`src/rtl/seq_pkg.sv`:
```
// Shared types for the sequence-detection path: serializer FSM states,
// detector states and the default word width.
package seq_pkg;

    // Serializer control: either nothing is on the line, or a word is
    // being shifted out one bit per clock.
    typedef enum logic {
        SER_IDLE  = 1'b0,
        SER_SHIFT = 1'b1
    } ser_state_t;

    // States of the downstream 110 Mealy detector fed by the serializer.
    typedef enum logic [1:0] {
        S0 = 2'd0,
        S1 = 2'd1,
        S2 = 2'd2
    } det_state_t;

    localparam int DEFAULT_DATA_W = 8;

endpackage

```
`src/rtl/seq_hold_buf.sv`:
```
// Single-entry holding register with a full flag. It captures a word that
// arrives while the shifter is busy, and hands it over (pop) on the edge
// that retires the shifter's last bit.
module seq_hold_buf
    import seq_pkg::*;
#(
    parameter int DATA_W = DEFAULT_DATA_W
) (
    input  logic              clk,
    input  logic              rst_n,
    input  logic              clr,
    input  logic              wr,
    input  logic [DATA_W-1:0] wdata,
    input  logic              pop,
    output logic [DATA_W-1:0] rdata,
    output logic              full
);

    logic [DATA_W-1:0] data_reg;
    logic              full_reg;

    // Clear beats write beats pop; write and pop are never requested together
    // because a word arriving on the reload edge bypasses the buffer.
    always_ff @(posedge clk or negedge rst_n) begin
        if (!rst_n) begin
            data_reg <= '0;
            full_reg <= 1'b0;
        end else if (clr) begin
            data_reg <= '0;
            full_reg <= 1'b0;
        end else if (wr) begin
            data_reg <= wdata;
            full_reg <= 1'b1;
        end else if (pop) begin
            full_reg <= 1'b0;
        end
    end

    assign rdata = data_reg;
    assign full  = full_reg;

endmodule

```
`src/rtl/seq_bit_serializer.sv`:
```
// Parallel-to-serial feeder for the 110 sequence detector. Words arrive over
// a valid/ready handshake and leave one bit per clock with valid/last
// qualifiers. A one-word hold buffer lets consecutive words stream without
// an idle cycle between them.
module seq_bit_serializer
    import seq_pkg::*;
#(
    parameter int DATA_W    = DEFAULT_DATA_W,
    parameter bit MSB_FIRST = 1'b1,
    parameter bit IDLE_BIT  = 1'b0
) (
    input  logic              clk,
    input  logic              rst_n,
    input  logic [DATA_W-1:0] s_data,
    input  logic              s_valid,
    output logic              s_ready,
    input  logic              flush,
    output logic              ser_bit,
    output logic              ser_valid,
    output logic              ser_last,
    output logic              busy
);

    localparam int              CNT_W    = $clog2(DATA_W);
    localparam logic [CNT_W-1:0] LAST_IDX = CNT_W'(DATA_W - 1);
    localparam logic [CNT_W-1:0] PRE_LAST = CNT_W'(DATA_W - 2);

    ser_state_t        state_reg;
    logic [DATA_W-1:0] shift_reg;     // bits still to send, next one at the MSB
    logic [CNT_W-1:0]  cnt_reg;       // index of the bit currently on ser_bit
    logic              ready_en_reg;  // holds s_ready low until the first edge out of reset
    logic              bit_reg;
    logic              valid_reg;
    logic              last_reg;

    logic              hold_full;
    logic [DATA_W-1:0] hold_data;

    logic              xfer;
    logic              last_edge;
    logic              hold_wr;
    logic              hold_pop;
    logic              load;
    logic [DATA_W-1:0] load_word;
    logic [DATA_W-1:0] ordered_word;  // load_word rearranged into send order, first bit at MSB

    // Handshake: a slot exists whenever the hold buffer is empty; flush
    // forces ready low so no word can be accepted and then dropped.
    assign s_ready = ready_en_reg && !hold_full && !flush;
    assign xfer    = s_valid && s_ready;

    // The edge that retires the final bit of the word on the line.
    assign last_edge = (state_reg == SER_SHIFT) && (cnt_reg == LAST_IDX);

    // A mid-word arrival parks in the hold buffer; on the retiring edge a
    // held word takes priority, otherwise a fresh arrival goes straight in.
    assign hold_wr  = xfer && (state_reg == SER_SHIFT) && !last_edge;
    assign hold_pop = last_edge && hold_full;
    assign load     = ((state_reg == SER_IDLE) && xfer) ||
                      (last_edge && (hold_full || xfer));
    assign load_word = hold_pop ? hold_data : s_data;

    // Reorder the word once at load so the shifter always moves MSB-first.
    for (genvar gi = 0; gi < DATA_W; gi++) begin : g_order
        if (MSB_FIRST) begin : g_msb
            assign ordered_word[gi] = load_word[gi];
        end else begin : g_lsb
            assign ordered_word[DATA_W-1-gi] = load_word[gi];
        end
    end

    seq_hold_buf #(
        .DATA_W (DATA_W)
    ) u_hold (
        .clk   (clk),
        .rst_n (rst_n),
        .clr   (flush),
        .wr    (hold_wr),
        .wdata (s_data),
        .pop   (hold_pop),
        .rdata (hold_data),
        .full  (hold_full)
    );

    // Serializer FSM with registered bit/valid/last outputs.
    always_ff @(posedge clk or negedge rst_n) begin
        if (!rst_n) begin
            state_reg    <= SER_IDLE;
            shift_reg    <= '0;
            cnt_reg      <= '0;
            ready_en_reg <= 1'b0;
            bit_reg      <= IDLE_BIT;
            valid_reg    <= 1'b0;
            last_reg     <= 1'b0;
        end else begin
            ready_en_reg <= 1'b1;
            if (flush) begin
                // Abort: drop the in-flight word (hold buffer clears itself).
                state_reg <= SER_IDLE;
                shift_reg <= '0;
                cnt_reg   <= '0;
                bit_reg   <= IDLE_BIT;
                valid_reg <= 1'b0;
                last_reg  <= 1'b0;
            end else if (load) begin
                // First bit goes out now; the rest wait in the shifter.
                state_reg <= SER_SHIFT;
                shift_reg <= {ordered_word[DATA_W-2:0], 1'b0};
                cnt_reg   <= '0;
                bit_reg   <= ordered_word[DATA_W-1];
                valid_reg <= 1'b1;
                last_reg  <= 1'b0;
            end else if (last_edge) begin
                // Word finished with nothing queued behind it.
                state_reg <= SER_IDLE;
                shift_reg <= '0;
                cnt_reg   <= '0;
                bit_reg   <= IDLE_BIT;
                valid_reg <= 1'b0;
                last_reg  <= 1'b0;
            end else if (state_reg == SER_SHIFT) begin
                shift_reg <= shift_reg << 1;
                cnt_reg   <= cnt_reg + CNT_W'(1);
                bit_reg   <= shift_reg[DATA_W-1];
                valid_reg <= 1'b1;
                last_reg  <= (cnt_reg == PRE_LAST);
            end
        end
    end

    assign ser_bit   = bit_reg;
    assign ser_valid = valid_reg;
    assign ser_last  = last_reg;
    assign busy      = (state_reg == SER_SHIFT) || hold_full;

endmodule

```
`config.mk`:
```
export PLATFORM = sky130hd
export DESIGN_NAME = seq_bit_serializer
export DESIGN_NICKNAME = d
export VERILOG_FILES = /design/src/rtl/seq_pkg.sv /design/src/rtl/seq_hold_buf.sv /design/src/rtl/seq_bit_serializer.sv
export SDC_FILE = /design/constraint.sdc
export NUM_CORES = 1
export LEC_CHECK = 0
export BUFFER_PORTS_ARGS = -buffer_cell sky130_fd_sc_hd__buf_2
export CAP_MARGIN = 0
export CORE_MARGIN = 2
export CORE_UTILIZATION = 55
export DETAILED_ROUTE_END_ITERATION = 6
export MAX_ROUTING_LAYER = met4
export PLACE_DENSITY = 0.74
export SETUP_SLACK_MARGIN = 0.2
export SYNTH_ARGS = -nofsm -noshare
export SYNTH_HDL_FRONTEND = slang
export SYNTH_SLANG_ARGS = --single-unit
```
`constraint.sdc`:
```
create_clock -name clk -period 2.4 [get_ports clk]
set_input_delay 0.24 -clock clk [delete_from_list [all_inputs] [get_ports clk]]
set_output_delay 0.24 -clock clk [all_outputs]
set_load 0.01 [all_outputs]
```
### Word-level counts from Yosys, hierarchy flattened

Index checks and enable logic that the tools add are counted.

* register bits after elaboration: 25
* bits of input ports: 12
* output and inout bits: 5
* word-level logic and storage cells: 61

* $add $sub $neg: 1
* equality and inequality tests: 2
* mux-type cells: 29
* bitwise operators: 1
* reductions and logical operators: 19

Operators with widths (number)
* 2-to-1 mux 8 bit: 7
* 2-to-1 mux 1 bit: 18
* 2-to-1 mux 3 bit: 4
* logical AND 1 bit: 9
* == test 3 bit (second input constant): 2
* nonzero test 3 bit: 2
* nonzero test 4 bit: 1
* adder 3 x 1 -> 3 bit (second input constant): 1
* logical NOT 1 bit: 3
* logical OR 1 bit: 3
* nonzero test 2 bit: 1
* inverter 1 bit: 1

### Depth between registers and ports, before layout

* word-level depth: 9
* depth in mapped cells: 6
* gate-level depth less buffers: 5

### Hierarchy

Synthesis repeated with hierarchy kept, for this count alone.

* cells, all modules: 103
* area, all modules: 1239.9 um2

By module, submodules not included
* seq_bit_serializer: instances 1, cells each 73, area an instance 873.3 um2, sequential area each 375.4 um2
* seq_hold_buf: instances 1, cells each 30, area an instance 366.6 um2, sequential area each 225.2 um2

### Worst setup path after synthesis

OpenSTA, ideal clock, no wires.

* path kind: register -> register
* start point: reg cnt_reg[0]
* end point: reg u_hold.data_reg[0] (netlist: u_hold.rdata[0])
* setup time: 125 ps
* arrival: 1568 ps
* required time: 2275 ps
* setup slack: 707 ps
* cell stages (with the launch flop): 7
* buffers on the path: 1
* cell sequence: dfrtp_1 ha_1 ha_1 nor3b_2 nor2b_4 buf_6 mux2_2

* cells in the longest elaborated chain, start to end: 5

Ends and longest elaborated chain
* start, declared: RTL line seq_bit_serializer.sv:30 `logic [CNT_W-1:0] cnt_reg;`
* start signal, assigned: RTL line seq_bit_serializer.sv:123 `cnt_reg <= cnt_reg + CNT_W'(1);`
* == test 3 bit: RTL line seq_bit_serializer.sv:53 `assign last_edge = (state_reg == SER_SHIFT) && (cnt_reg == LAST_IDX);`
* logical AND 1 bit: RTL line seq_bit_serializer.sv:53
* logical NOT 1 bit: RTL line seq_bit_serializer.sv:57 `assign hold_wr = xfer && (state_reg == SER_SHIFT) && !last_edge;`
* logical AND 1 bit: RTL line seq_bit_serializer.sv:57
* nonzero test 2 bit (no source line)
* end signal, assigned: RTL line seq_hold_buf.sv:32 `data_reg <= wdata;`
* end, declared: RTL line seq_hold_buf.sv:19 `logic [DATA_W-1:0] data_reg;`

No other way between the ends.
A chain may end at the register's enable or synchronous reset.

### Worst setup path in the final report

* start point: reg cnt_reg[0]
* end point: reg u_hold.data_reg[7] (netlist: u_hold.rdata[7])

Same word-level chain as after synthesis.

==> qor.csv <==
stage,metric,value,unit
run_status,outcome,"finished, final reports clean",
clocking,clockBufferDepth,2,
layout,final_nets,132,
pwr,leakage,0.684,nW
routing,vias,811,
floorplanning,start_util,0.566,
routing,drc,0,
placed_design,preCtsSetupSlack,0.516,ns
pwr,intPower,0.551,mW
pwr,switching_share,0.250,
hold_path,whs_path_depth,2,
pwr,ir_worst_vdd,0.000416,V
layout,ff_latch_area,601,um^2
placed_design,placed_cell_area,1290,um^2
synth,ys_seq_elements,24,
pwr,p_sw,0.184,mW
pwr,power,0.735,mW
clocking,cts_tree,done,
timing,slew_headroom,0.647,
floorplanning,dieHeight,51,um
synth,netlist_area,1210,um^2
clocking,cts_made_buffers,3,
routing,drt_iter0_drc,9,
clocking,insertion_delay,0.32,ns
synth,synth_top_cells_by_area,"dfrtp_1, mux2_2, mux2i_1",
setup_path,end_kind,flip-flop,
timing,fin_crit,1.87,ns
synth,yosys.area.top_type_share,0.494,
layout,multi_input_area,546,um^2
layout,finish.utilization,0.621,
clocking,cts-hold-fix-buffers,1,
layout,drive_gt1_frac,0.336,
timing,setup-violations-final,0,
floorplanning,rows,17,
synth,async_flop_share,1.00,
grt,grt_pass1_wl,3660,um
layout,fillCellCount,183,
synth,synth_cells,99,
floorplanning,core-area,2150,um^2
timing,fin_ws,0.528,ns
routing,vias_per_cell,5.63,
routing,drtPass1Iterations,4,
hold_path,hp-class,in2reg,
setup_path,cpPeakStageDelay,0.42,ns
grt,grt_pass1_vias,815,
timing,rsz0062_at_grt,no,
synth,seq_area_frac_synth,0.494,
pwr,power_frac_comb,0.111,
grt,grt.overflow.total,0,
clocking,clk_pin_slew,0.13,ns
synth,yosys_warnings,0,
synth,synth.distinct_cells,30,
layout,num_antenna_cells,0,
setup_path,critPathLaunchType,flip-flop,
synth,synthesis.nets,114,
timing,clock_skew,0.00158,ns
routing,wl_per_cell,14.5,um
clocking,post_cts_buffers,0,
setup_path,worstPathCellList,ha_1 > ha_1 > nor3b_2 > nor2b_4 > mux2_2,
clocking,ctsResizeCount,0,
timing,fin_tns_setup,0,ns
timing,finalHoldViolCount,0,
synth,yosys-top-cells-count,"dfrtp_1, mux2_2, mux2i_1, nor2b_1",
setup_path,crit_top_cell,ha_1,
floorplanning,design.portCount,17,
setup_path,cp.arrival,2.09,ns
setup_path,cp_slowest_cell,dfrtp_1,
grt,antenna_found_initial,0,
setup_path,ff2ff_path_depth,5,
synth,avgSynthCellArea,12.3,um^2
grt,grt_max_degree,25,
synth,synth_most_common_cell,dfrtp_1,
synth,synth-main-ff-cell,dfrtp_1,
floorplanning,dieArea,2600,um^2
layout,fin_area,1330,um^2
flow_run,timing.max_cap.violations,0,
synth,synth_edf_count,0,
pwr,pwr-share-clk,0.297,
setup_path,worstPathMaxFanout,9,
timing,worst_slew_pin_slew,0.530,ns
layout,largest_reg_flops,8,
layout,syn_to_final_growth,9.78,%
clocking,cts_sinks,24,
routing,wirelength,2100,um
placed_design,portBuffers,16,
pwr,power.density,551,nW/um^2
clocking,root_buffer,clkbuf_4,
timing,drv_slew,0,
floorplanning,die_w,51,um
synth,synth_top_area_cell,dfrtp_1,
setup_path,crit_type,reg2reg,
grt,grt_util_all_layers,0.202,
setup_path,cp.required,2.62,ns
timing,clock.fmax,534,MHz
timing,layout_worst_path_cycle_share,0.780,
clocking,htree_num_levels,1,
routing,drtAntennaViolNets,0,
placed_design,gp_congestion,0.728,
pwr,seqPwrFrac,0.592,
-- power groups by stage --
stage / sequential, mW / clock (mW) / combinational [mW]
after global routing: 0.438 / 0.236 / 0.0932
after detailed placement: 0.443 / 0 / 0.0820
after CTS: 0.435 / 0.222 / 0.0837
final: 0.435 / 0.218 / 0.0818
after floorplan: 0.438 / 0 / 0.0554
after global placement: 0.442 / 0 / 0.0807
-- cell families (layout without fill, tap and decap cells) --
kind of cell	count (synthesis)	count (layout)	share of synthesized area
compound gates	25	25	0.148
flops	24	24	0.494
simple gates	20	20	0.117
mux	17	17	0.149
buf+inv	9	26	0.0566
fa+ha+maj	3	3	0.0309
other cells	1	1	0.00309
-- placed cells by master, fill, tap and decap left out, types with 2 or more instances in the layout --
cell type and instances:
dfrtp_1 24, buf_2 16, mux2_2 9, nor2b_1 8
mux2i_1 8, a32oi_1 7, o21ai_1 7, inv_1 3
a21oi_1 3, ha_1 3, clkbuf_4 3, nor3b_1 2
o21ai_0 2, nand2_1 2, buf_4 2
-- through the flow --
step	hold slack, ns	cells
finish	0.157	144
global route	0.147	144
CTS	0.151	144
detailed placement	0.253	139
global placement	0.250	139
floorplan	-0.0556	99
-- cell type report --
cell class | instances | area share
Clock buffer | 4 | 0.0272
Inverter | 3 | 0.00844
Multi-Input combinational cell | 66 | 0.409
Sequential cell | 24 | 0.450
Tap cell | 28 | 0.0263
Timing Repair Buffer | 19 | 0.0788
-- routing by layer --
metal	vias to the layer above	global-route usage	routed length, um
li1	401	-	-
met1	391	0.250	962
met3	4	0.0351	68
met4	0	0.0946	40
met2	15	0.323	1020
met5	-	-	0
-- worst paths after layout --
| kind | startpoint | end | slack [ns] |
|---|---|---|---|
| setup / recovery | cnt_reg[0] | u_hold.rdata[7] | 0.53 |
| hold / removal | s_data[2] | u_hold.rdata[2] | 0.16 |
| min in group asynchronous | rst_n | cnt_reg[1] | 0.41 |
| max in group asynchronous | rst_n | shift_reg[3] | 1.64 |
| hold reg to reg | ser_last | ser_last | 0.51 |
| setup reg to reg | cnt_reg[0] | u_hold.rdata[7] | 0.53 |
-- critical path: cells and delay by family (launching register included) --
kind | cells | cell delay, ns
adder cells (fa/ha/maj) | 2 | 0.45
flip-flops | 1 | 0.42
multiplexers | 1 | 0.38
AND/OR/NAND/NOR | 2 | 0.51
Power figures use the tool's default switching activity.
